$ cat src/rtl/multi_centroid_pkg.sv
// ============================================================================
// Module : multi_centroid_pkg
// Brief  : Shared types and width helpers for the multi-channel centroid block.
//          Optional bbox fields follow MULTI_CENTROID_BBOX_EN.
// Rev    : 1.0  initial release
// ============================================================================
`default_nettype none

package multi_centroid_pkg;

  localparam int DEF_N_CH  = 4;
  localparam int DEF_X_W   = 11;
  localparam int DEF_Y_W   = 10;
  localparam int DEF_CNT_W = 20;

  function automatic int ch_width(input int n);
    return (n > 1) ? $clog2(n) : 1;
  endfunction

  localparam int CH_W    = ch_width(DEF_N_CH);
  localparam int SUM_X_W = DEF_X_W + DEF_CNT_W;
  localparam int SUM_Y_W = DEF_Y_W + DEF_CNT_W;

  typedef enum logic [1:0] {
    ACCUM  = 2'd0,
    LOAD   = 2'd1,
    DIVIDE = 2'd2,
    EMIT   = 2'd3
  } state_t;

  // Accumulator storage is sized from the default geometry above.
  typedef struct packed {
    logic [SUM_X_W-1:0]   sum_x;
    logic [SUM_Y_W-1:0]   sum_y;
    logic [DEF_CNT_W-1:0] count;
`ifdef MULTI_CENTROID_BBOX_EN
    logic [DEF_X_W-1:0]   x_min;
    logic [DEF_X_W-1:0]   x_max;
    logic [DEF_Y_W-1:0]   y_min;
    logic [DEF_Y_W-1:0]   y_max;
`endif
  } acc_t;

  function automatic acc_t acc_clear();
    acc_t a;
    a.sum_x = '0;
    a.sum_y = '0;
    a.count = '0;
`ifdef MULTI_CENTROID_BBOX_EN
    a.x_min = '1;
    a.x_max = '0;
    a.y_min = '1;
    a.y_max = '0;
`endif
    return a;
  endfunction

endpackage

`default_nettype wire

$ cat src/rtl/multi_centroid_seq_divider.sv
// ============================================================================
// Module : seq_divider
// Brief  : Restoring unsigned divider, one quotient bit per cycle, start/done
//          handshake. A zero divisor yields a zero quotient.
// Rev    : 1.0  initial release
// ============================================================================
`default_nettype none

module seq_divider #(
  parameter int W   = 31,
  parameter int Q_W = 11
) (
  input  logic           clk,
  input  logic           rst,
  input  logic           i_start,
  input  logic [W-1:0]   i_dividend,
  input  logic [W-1:0]   i_divisor,
  output logic [Q_W-1:0] o_quotient,
  output logic           o_done
);

  localparam int C_CNT_W = $clog2(W + 1);

  logic [W-1:0]       r_q;
  logic [W-1:0]       r_div;
  logic [W-1:0]       r_rem;
  logic [C_CNT_W-1:0] r_cnt;
  logic               r_done;
  logic               r_dz;

  logic [W:0] w_shift;
  logic [W:0] w_diff;

  assign w_shift = {r_rem, r_q[W-1]};
  assign w_diff  = w_shift - {1'b0, r_div};

  always_ff @(posedge clk) begin
    if (rst) begin
      r_q    <= '0;
      r_div  <= '0;
      r_rem  <= '0;
      r_cnt  <= '0;
      r_done <= 1'b0;
      r_dz   <= 1'b0;
    end else begin
      r_done <= 1'b0;
      if (i_start) begin
        r_q   <= i_dividend;
        r_div <= i_divisor;
        r_rem <= '0;
        r_cnt <= C_CNT_W'(W);
        r_dz  <= (i_divisor == '0);
      end else if (r_cnt != '0) begin
        // Borrow clear means the trial subtraction succeeded.
        if (!w_diff[W]) begin
          r_rem <= w_diff[W-1:0];
          r_q   <= {r_q[W-2:0], 1'b1};
        end else begin
          r_rem <= w_shift[W-1:0];
          r_q   <= {r_q[W-2:0], 1'b0};
        end
        r_cnt <= r_cnt - 1'b1;
        if (r_cnt == C_CNT_W'(1)) r_done <= 1'b1;
      end
    end
  end

  assign o_quotient = r_dz ? '0 : r_q[Q_W-1:0];
  assign o_done     = r_done;

endmodule

`default_nettype wire

$ cat src/rtl/multi_centroid.sv
// ============================================================================
// Module : multi_centroid
// Brief  : Per-channel pixel sum/count accumulation with sequential division,
//          streaming one centroid per channel after each tabulate pulse.
//          Optional bounding box under MULTI_CENTROID_BBOX_EN.
// Rev    : 1.0  initial release
// ============================================================================
`default_nettype none

module multi_centroid
  import multi_centroid_pkg::*;
#(
  parameter int N_CH      = DEF_N_CH,
  parameter int X_W       = DEF_X_W,
  parameter int Y_W       = DEF_Y_W,
  parameter int CNT_W     = DEF_CNT_W,
  parameter int MIN_COUNT = 16
) (
  input  logic                      clk_in,
  input  logic                      rst_in,
  input  logic [X_W-1:0]            x_in,
  input  logic [Y_W-1:0]            y_in,
  input  logic [ch_width(N_CH)-1:0] ch_in,
  input  logic                      valid_in,
  input  logic                      tabulate_in,
  output logic                      busy_out,
  output logic                      valid_out,
  output logic [ch_width(N_CH)-1:0] ch_out,
  output logic [X_W-1:0]            x_out,
  output logic [Y_W-1:0]            y_out,
  output logic [CNT_W-1:0]          count_out,
  output logic                      found_out,
`ifdef MULTI_CENTROID_BBOX_EN
  output logic [X_W-1:0]            x_min_out,
  output logic [X_W-1:0]            x_max_out,
  output logic [Y_W-1:0]            y_min_out,
  output logic [Y_W-1:0]            y_max_out,
`endif
  output logic                      done_out
);

  localparam int               C_CH_W    = ch_width(N_CH);
  localparam logic [CNT_W-1:0] C_CNT_MAX = '1;

  state_t            r_state, w_next;
  acc_t              r_acc [N_CH];
  logic [C_CH_W-1:0] r_idx;
  logic              r_xdone, r_ydone;
  logic [CNT_W-1:0]  r_cnt;
  logic [X_W-1:0]    r_x;
  logic [Y_W-1:0]    r_y;
`ifdef MULTI_CENTROID_BBOX_EN
  logic [X_W-1:0]    r_xmin, r_xmax;
  logic [Y_W-1:0]    r_ymin, r_ymax;
`endif

  acc_t           w_cur, w_pix, w_upd;
  logic           w_start, w_last, w_pix_ok, w_emit;
  logic [X_W-1:0] w_qx;
  logic [Y_W-1:0] w_qy;
  logic           w_xdone, w_ydone;

  assign w_cur    = r_acc[r_idx];
  assign w_last   = (r_idx == C_CH_W'(N_CH - 1));
  assign w_pix_ok = valid_in && ({1'b0, ch_in} < (C_CH_W + 1)'(N_CH));

  always_comb begin
    w_pix       = r_acc[ch_in];
    w_upd       = w_pix;
    w_upd.sum_x = w_pix.sum_x + SUM_X_W'(x_in);
    w_upd.sum_y = w_pix.sum_y + SUM_Y_W'(y_in);
    w_upd.count = w_pix.count + 1'b1;
`ifdef MULTI_CENTROID_BBOX_EN
    if (x_in < w_pix.x_min) w_upd.x_min = x_in;
    if (x_in > w_pix.x_max) w_upd.x_max = x_in;
    if (y_in < w_pix.y_min) w_upd.y_min = y_in;
    if (y_in > w_pix.y_max) w_upd.y_max = y_in;
`endif
  end

  always_comb begin
    w_next  = r_state;
    w_start = 1'b0;
    case (r_state)
      ACCUM:  if (tabulate_in) w_next = LOAD;
      LOAD: begin
        if (w_cur.count == '0) begin
          w_next = EMIT;
        end else begin
          w_start = 1'b1;
          w_next  = DIVIDE;
        end
      end
      DIVIDE: if (r_xdone && r_ydone) w_next = EMIT;
      EMIT:   w_next = w_last ? ACCUM : LOAD;
      default: w_next = ACCUM;
    endcase
  end

  always_ff @(posedge clk_in) begin
    if (rst_in) r_state <= ACCUM;
    else        r_state <= w_next;
  end

  always_ff @(posedge clk_in) begin
    if (rst_in) begin
      for (int i = 0; i < N_CH; i++) r_acc[i] <= acc_clear();
      r_idx   <= '0;
      r_xdone <= 1'b0;
      r_ydone <= 1'b0;
      r_cnt   <= '0;
      r_x     <= '0;
      r_y     <= '0;
`ifdef MULTI_CENTROID_BBOX_EN
      r_xmin  <= '0;
      r_xmax  <= '0;
      r_ymin  <= '0;
      r_ymax  <= '0;
`endif
    end else begin
      case (r_state)
        ACCUM: begin
          // A saturated channel freezes sums too, keeping sum/count consistent.
          if (w_pix_ok && (w_pix.count != C_CNT_MAX)) r_acc[ch_in] <= w_upd;
          r_idx <= '0;
        end
        LOAD: begin
          r_xdone <= 1'b0;
          r_ydone <= 1'b0;
          r_cnt   <= w_cur.count;
          r_x     <= '0;
          r_y     <= '0;
`ifdef MULTI_CENTROID_BBOX_EN
          if (w_cur.count == '0) begin
            r_xmin <= '0;
            r_xmax <= '0;
            r_ymin <= '0;
            r_ymax <= '0;
          end else begin
            r_xmin <= w_cur.x_min;
            r_xmax <= w_cur.x_max;
            r_ymin <= w_cur.y_min;
            r_ymax <= w_cur.y_max;
          end
`endif
        end
        DIVIDE: begin
          if (w_xdone) begin
            r_xdone <= 1'b1;
            r_x     <= w_qx;
          end
          if (w_ydone) begin
            r_ydone <= 1'b1;
            r_y     <= w_qy;
          end
        end
        EMIT: begin
          r_acc[r_idx] <= acc_clear();
          if (!w_last) r_idx <= r_idx + 1'b1;
        end
        default: ;
      endcase
    end
  end

  seq_divider #(.W(SUM_X_W), .Q_W(X_W)) u_div_x (
    .clk        (clk_in),
    .rst        (rst_in),
    .i_start    (w_start),
    .i_dividend (w_cur.sum_x),
    .i_divisor  (SUM_X_W'(w_cur.count)),
    .o_quotient (w_qx),
    .o_done     (w_xdone)
  );

  seq_divider #(.W(SUM_Y_W), .Q_W(Y_W)) u_div_y (
    .clk        (clk_in),
    .rst        (rst_in),
    .i_start    (w_start),
    .i_dividend (w_cur.sum_y),
    .i_divisor  (SUM_Y_W'(w_cur.count)),
    .o_quotient (w_qy),
    .o_done     (w_ydone)
  );

  // Strobes are suppressed during the reset cycle so an abort emits nothing.
  assign w_emit    = (r_state == EMIT) && !rst_in;
  assign busy_out  = (r_state != ACCUM) && !rst_in;
  assign valid_out = w_emit;
  assign done_out  = w_emit && w_last;
  assign ch_out    = r_idx;
  assign x_out     = r_x;
  assign y_out     = r_y;
  assign count_out = r_cnt;
  assign found_out = (r_cnt >= CNT_W'(MIN_COUNT));
`ifdef MULTI_CENTROID_BBOX_EN
  assign x_min_out = r_xmin;
  assign x_max_out = r_xmax;
  assign y_min_out = r_ymin;
  assign y_max_out = r_ymax;
`endif

endmodule

`default_nettype wire

$ cat config.mk
export PLATFORM = sky130hd
export DESIGN_NAME = multi_centroid
export DESIGN_NICKNAME = d
export VERILOG_FILES = /design/src/rtl/multi_centroid_pkg.sv /design/src/rtl/multi_centroid_seq_divider.sv /design/src/rtl/multi_centroid.sv
export SDC_FILE = /design/constraint.sdc
export NUM_CORES = 1
export LEC_CHECK = 0
export ABC_AREA = 1
export CAP_MARGIN = 20
export CORE_MARGIN = 5
export CORE_UTILIZATION = 45
export CTS_BUF_LIST = sky130_fd_sc_hd__clkbuf_16
export DETAILED_ROUTE_END_ITERATION = 10
export HOLD_SLACK_MARGIN = 0.15
export PLACE_DENSITY = 0.65
export SLEW_MARGIN = 20
export SYNTH_ARGS = -nofsm -noshare
export SYNTH_HDL_FRONTEND = slang
export SYNTH_SLANG_ARGS = --single-unit
$ cat constraint.sdc
create_clock -name clk_in -period 10.2 [get_ports clk_in]
set_input_delay 1.53 -clock clk_in [delete_from_list [all_inputs] [get_ports clk_in]]
set_output_delay 1.53 -clock clk_in [all_outputs]
set_load 0.05 [all_outputs]
==> results_dict.tcl <==
set metrics [dict create \
    critPathMaxStageDelay_ps 920 \
    setup_viol 0 \
    syn-num-nets 4615 \
    swShare_pct 44.1 \
    cts-root-buf "clkbuf_16" \
    maxCapViolCount 0 \
    portBuffers 73 \
    cts.sinks 528 \
    hold_path_class "reg2reg" \
    path_depth 18 \
    hold_violations 0 \
    multi_input_area_mm2 0.0153 \
    finalCriticalPeriod_ps 5330 \
    synth_cell_types 54 \
    status "finished, final reports clean" \
    fin_ws_ps 4870 \
    combinationalPowerShare_pct 45.7 \
    track_usage_pct 23.0 \
    synth-edff-count 324 \
    finalClockSkew_ps 64.9 \
    dp_cells 5324 \
    syn_inst 4512 \
    async_flop_share_pct 0 \
    die_h_um 277 \
    placed_cell_area_mm2 0.0331 \
    area_growth_pct 9.35 \
    antenna_found_initial 0 \
    fin_setup_tns_ps 0 \
    min_from "r_ydone" \
    r2r-end "u_div_x.r_cnt[2]" \
    clk_pin_slew_ps 60 \
    drc_errors 0 \
    grt_max_degree 120 \
    maxSlewHeadroom_pct 25.5 \
    initial_core_util_pct 45.2 \
    startpoint_type "input pin" \
    yosysSeqAreaShare_pct 43.0 \
    grt_pass1_vias 26900 \
    finalPower_uw 9680 \
    design_area_mm2 0.0351 \
    power.share.clock_pct 22.8 \
    synth_flop_cell "edfxtp_1" \
    fillers 7120 \
    cp_data_required_time_ps 10470 \
    final.period_utilization_pct 52.3 \
    fmax_ghz 0.188 \
    holdPathStages 2 \
    rows 98 \
    gp_congestion 0.911 \
    synth_area_per_cell_um2 7.12 \
    finalNonFillerCells 5434 \
    drt-wirelength-per-cell_um 17.0 \
    hold_path_end "r_ydone" \
    critPathTopFamily "buffers and inverters" \
    power_frac_seq_pct 31.4 \
    r2r_slack_ps 5350 \
    cts-buffers-inserted 58 \
    cts_setup_buffers 0 \
    dp_slack_ps 4150 \
    wl_mm 92.3 \
    crit_buf_inv 6 \
    grt_pass1_wl_mm 146 \
    cp-end-kind "register" \
    register_area_mm2 0.0138 \
    drive_gt1_share_pct 5.08 \
    die-area_mm2 0.0768 \
    slew_violations 0 \
    ios 74 \
    cts_hold_buf 0 \
    cts_buffer_depth 3 \
    via_count 29100 \
    routed_via_density 5.35 \
    ys_warn_count 0 \
    ant_nets 0 \
    h-tree-depth 2 \
    overflow 0 \
    crit_fanout 92 \
    worst_ep_arrival_time_ps 5600 \
    crit_slowest_cell "buf_4" \
    worstSkewPairLatency_ps 650 \
    rsz0062_at_grt "false" \
    internal_power_uw 5410 \
    worst_pin_slew_ps 1120 \
    p_per_area_mw_per_mm2 276 \
    layout_common_cells "nand2_1, nor2_1, nand3_1" \
    cpMostUsedCell "nand2_1" \
    syn_area_mm2 0.0321 \
    p_leak_uw 0.0159 \
    firstDrtPassIters 6 \
    reg2regPathDepth 15 \
    die_w_um 277 \
    criticalPathCategory "in2reg" \
    dp_hpwl_mm 58.7 \
    diodes 0 \
    path_cells "buf_4, buf_4, nand2_1, nand3_1, nand2_1, inv_1, ha_1, inv_1, nor2_1, nand2_1, nor2_4, nand3_2, nand4_1, nand2_2, inv_2, nand2_1, nor2_4, buf_4" \
    switchingPower_uw 4270 \
    peakVddDrop_uv 156 \
    synth_seq_cells 528 \
    mostFrequentLayoutCell "nand2_1" \
    core_area_mm2 0.0711 \
    nets 4537 \
    cts_resized 0 \
    drt-initial-drc-count 2503 \
    tritoncts "done" \
]
[sequential cells by signal, indices dropped and copies added (netlist names), 5 cells and up, named ones only]
register / flops
count_out: 20
r_acc: 324
u_div_x.r_cnt: 5
u_div_x.r_div: 20
u_div_x.r_q: 31
u_div_x.r_rem: 31
u_div_y.r_cnt: 5
u_div_y.r_q: 30
u_div_y.r_rem: 30
x_out: 11
y_out: 10
[area by class of cell]
cell class / count / area share [%]
clock inverters: 52 / 1.59
clock buffers: 58 / 4.13
inverters: 495 / 5.31
repair buffers: 103 / 2.69
multi-input cells: 3248 / 43.6
flip-flops and latches: 528 / 39.3
well taps: 950 / 3.38
[layer usage]
metal  up-vias  global-route usage [%]  part of all wire [%]  routed length, µm
met5         -                       0                     0                  0
met4         0                    6.37                   2.2               2020
met3       142                    2.53                   6.7               6150
met2       895                    38.0                    46              42600
met1     13600                    32.4                    45              41500
li1      14500                       -                     -                  -
[kinds of logic after synthesis]
| kind of cell | share of synthesized area (%) |
|---|---|
| adder cells (fa/ha/maj) | 3.05 |
| buffers and inverters | 9.66 |
| XOR/XNOR | 1.77 |
| AO/OA/AOI/OAI | 8.51 |
| flip-flops | 43.0 |
| AND/OR/NAND/NOR | 34.0 |
[worst min-delay path, cell delays in order, from the launching register on]
cell and delay (ps):
dfxtp_1 300, inv_1 50, a21oi_1 50
[per-stage QoR]
stage | util, % | hold WS [ps]
floorplan | - | 424
global placement | 46.6 | 433
detailed placement | 46.6 | 437
CTS | 49.4 | 446
global route | 49.4 | 478
finish | 49.4 | 449
[power by group through the flow]
stage / registers, µW / logic, µW / clock network [µW]
CTS: 3040 / 4410 / 2240
floorplan: 3120 / 3290 / 0
global placement: 3070 / 4350 / 0
finish: 3040 / 4430 / 2210
detailed placement: 3080 / 4390 / 0
global route: 3090 / 5030 / 2330
[Yosys cell counts, types with 55 or more instances]
cell,count,area [µm²]
buf_2,67,335
nand4_1,55,344
nand3_1,506,2530
o22ai_1,77,482
edfxtp_1,324,9730
a21oi_1,138,691
nor2_1,729,2740
o21ai_0,217,1090
nand2_1,1207,4530
inv_1,472,1770
dfxtp_1,204,4080
clkbuf_1,119,447
ha_1,72,901
[how the worst max path moves through the flow]
stage | startpoint | endpoint | slack (ps)
floorplan | ch_in[0] | r_acc[3][0] | 2820
global placement | ch_in[0] | r_acc[3][57] | 4160
detailed placement | ch_in[0] | r_acc[3][57] | 4150
CTS | ch_in[0] | r_acc[3][58] | 4850
global route | ch_in[0] | r_acc[3][20] | 4500
finish | ch_in[0] | r_acc[3][69] | 4870
Note: power is estimated with default switching activity, not from simulation.
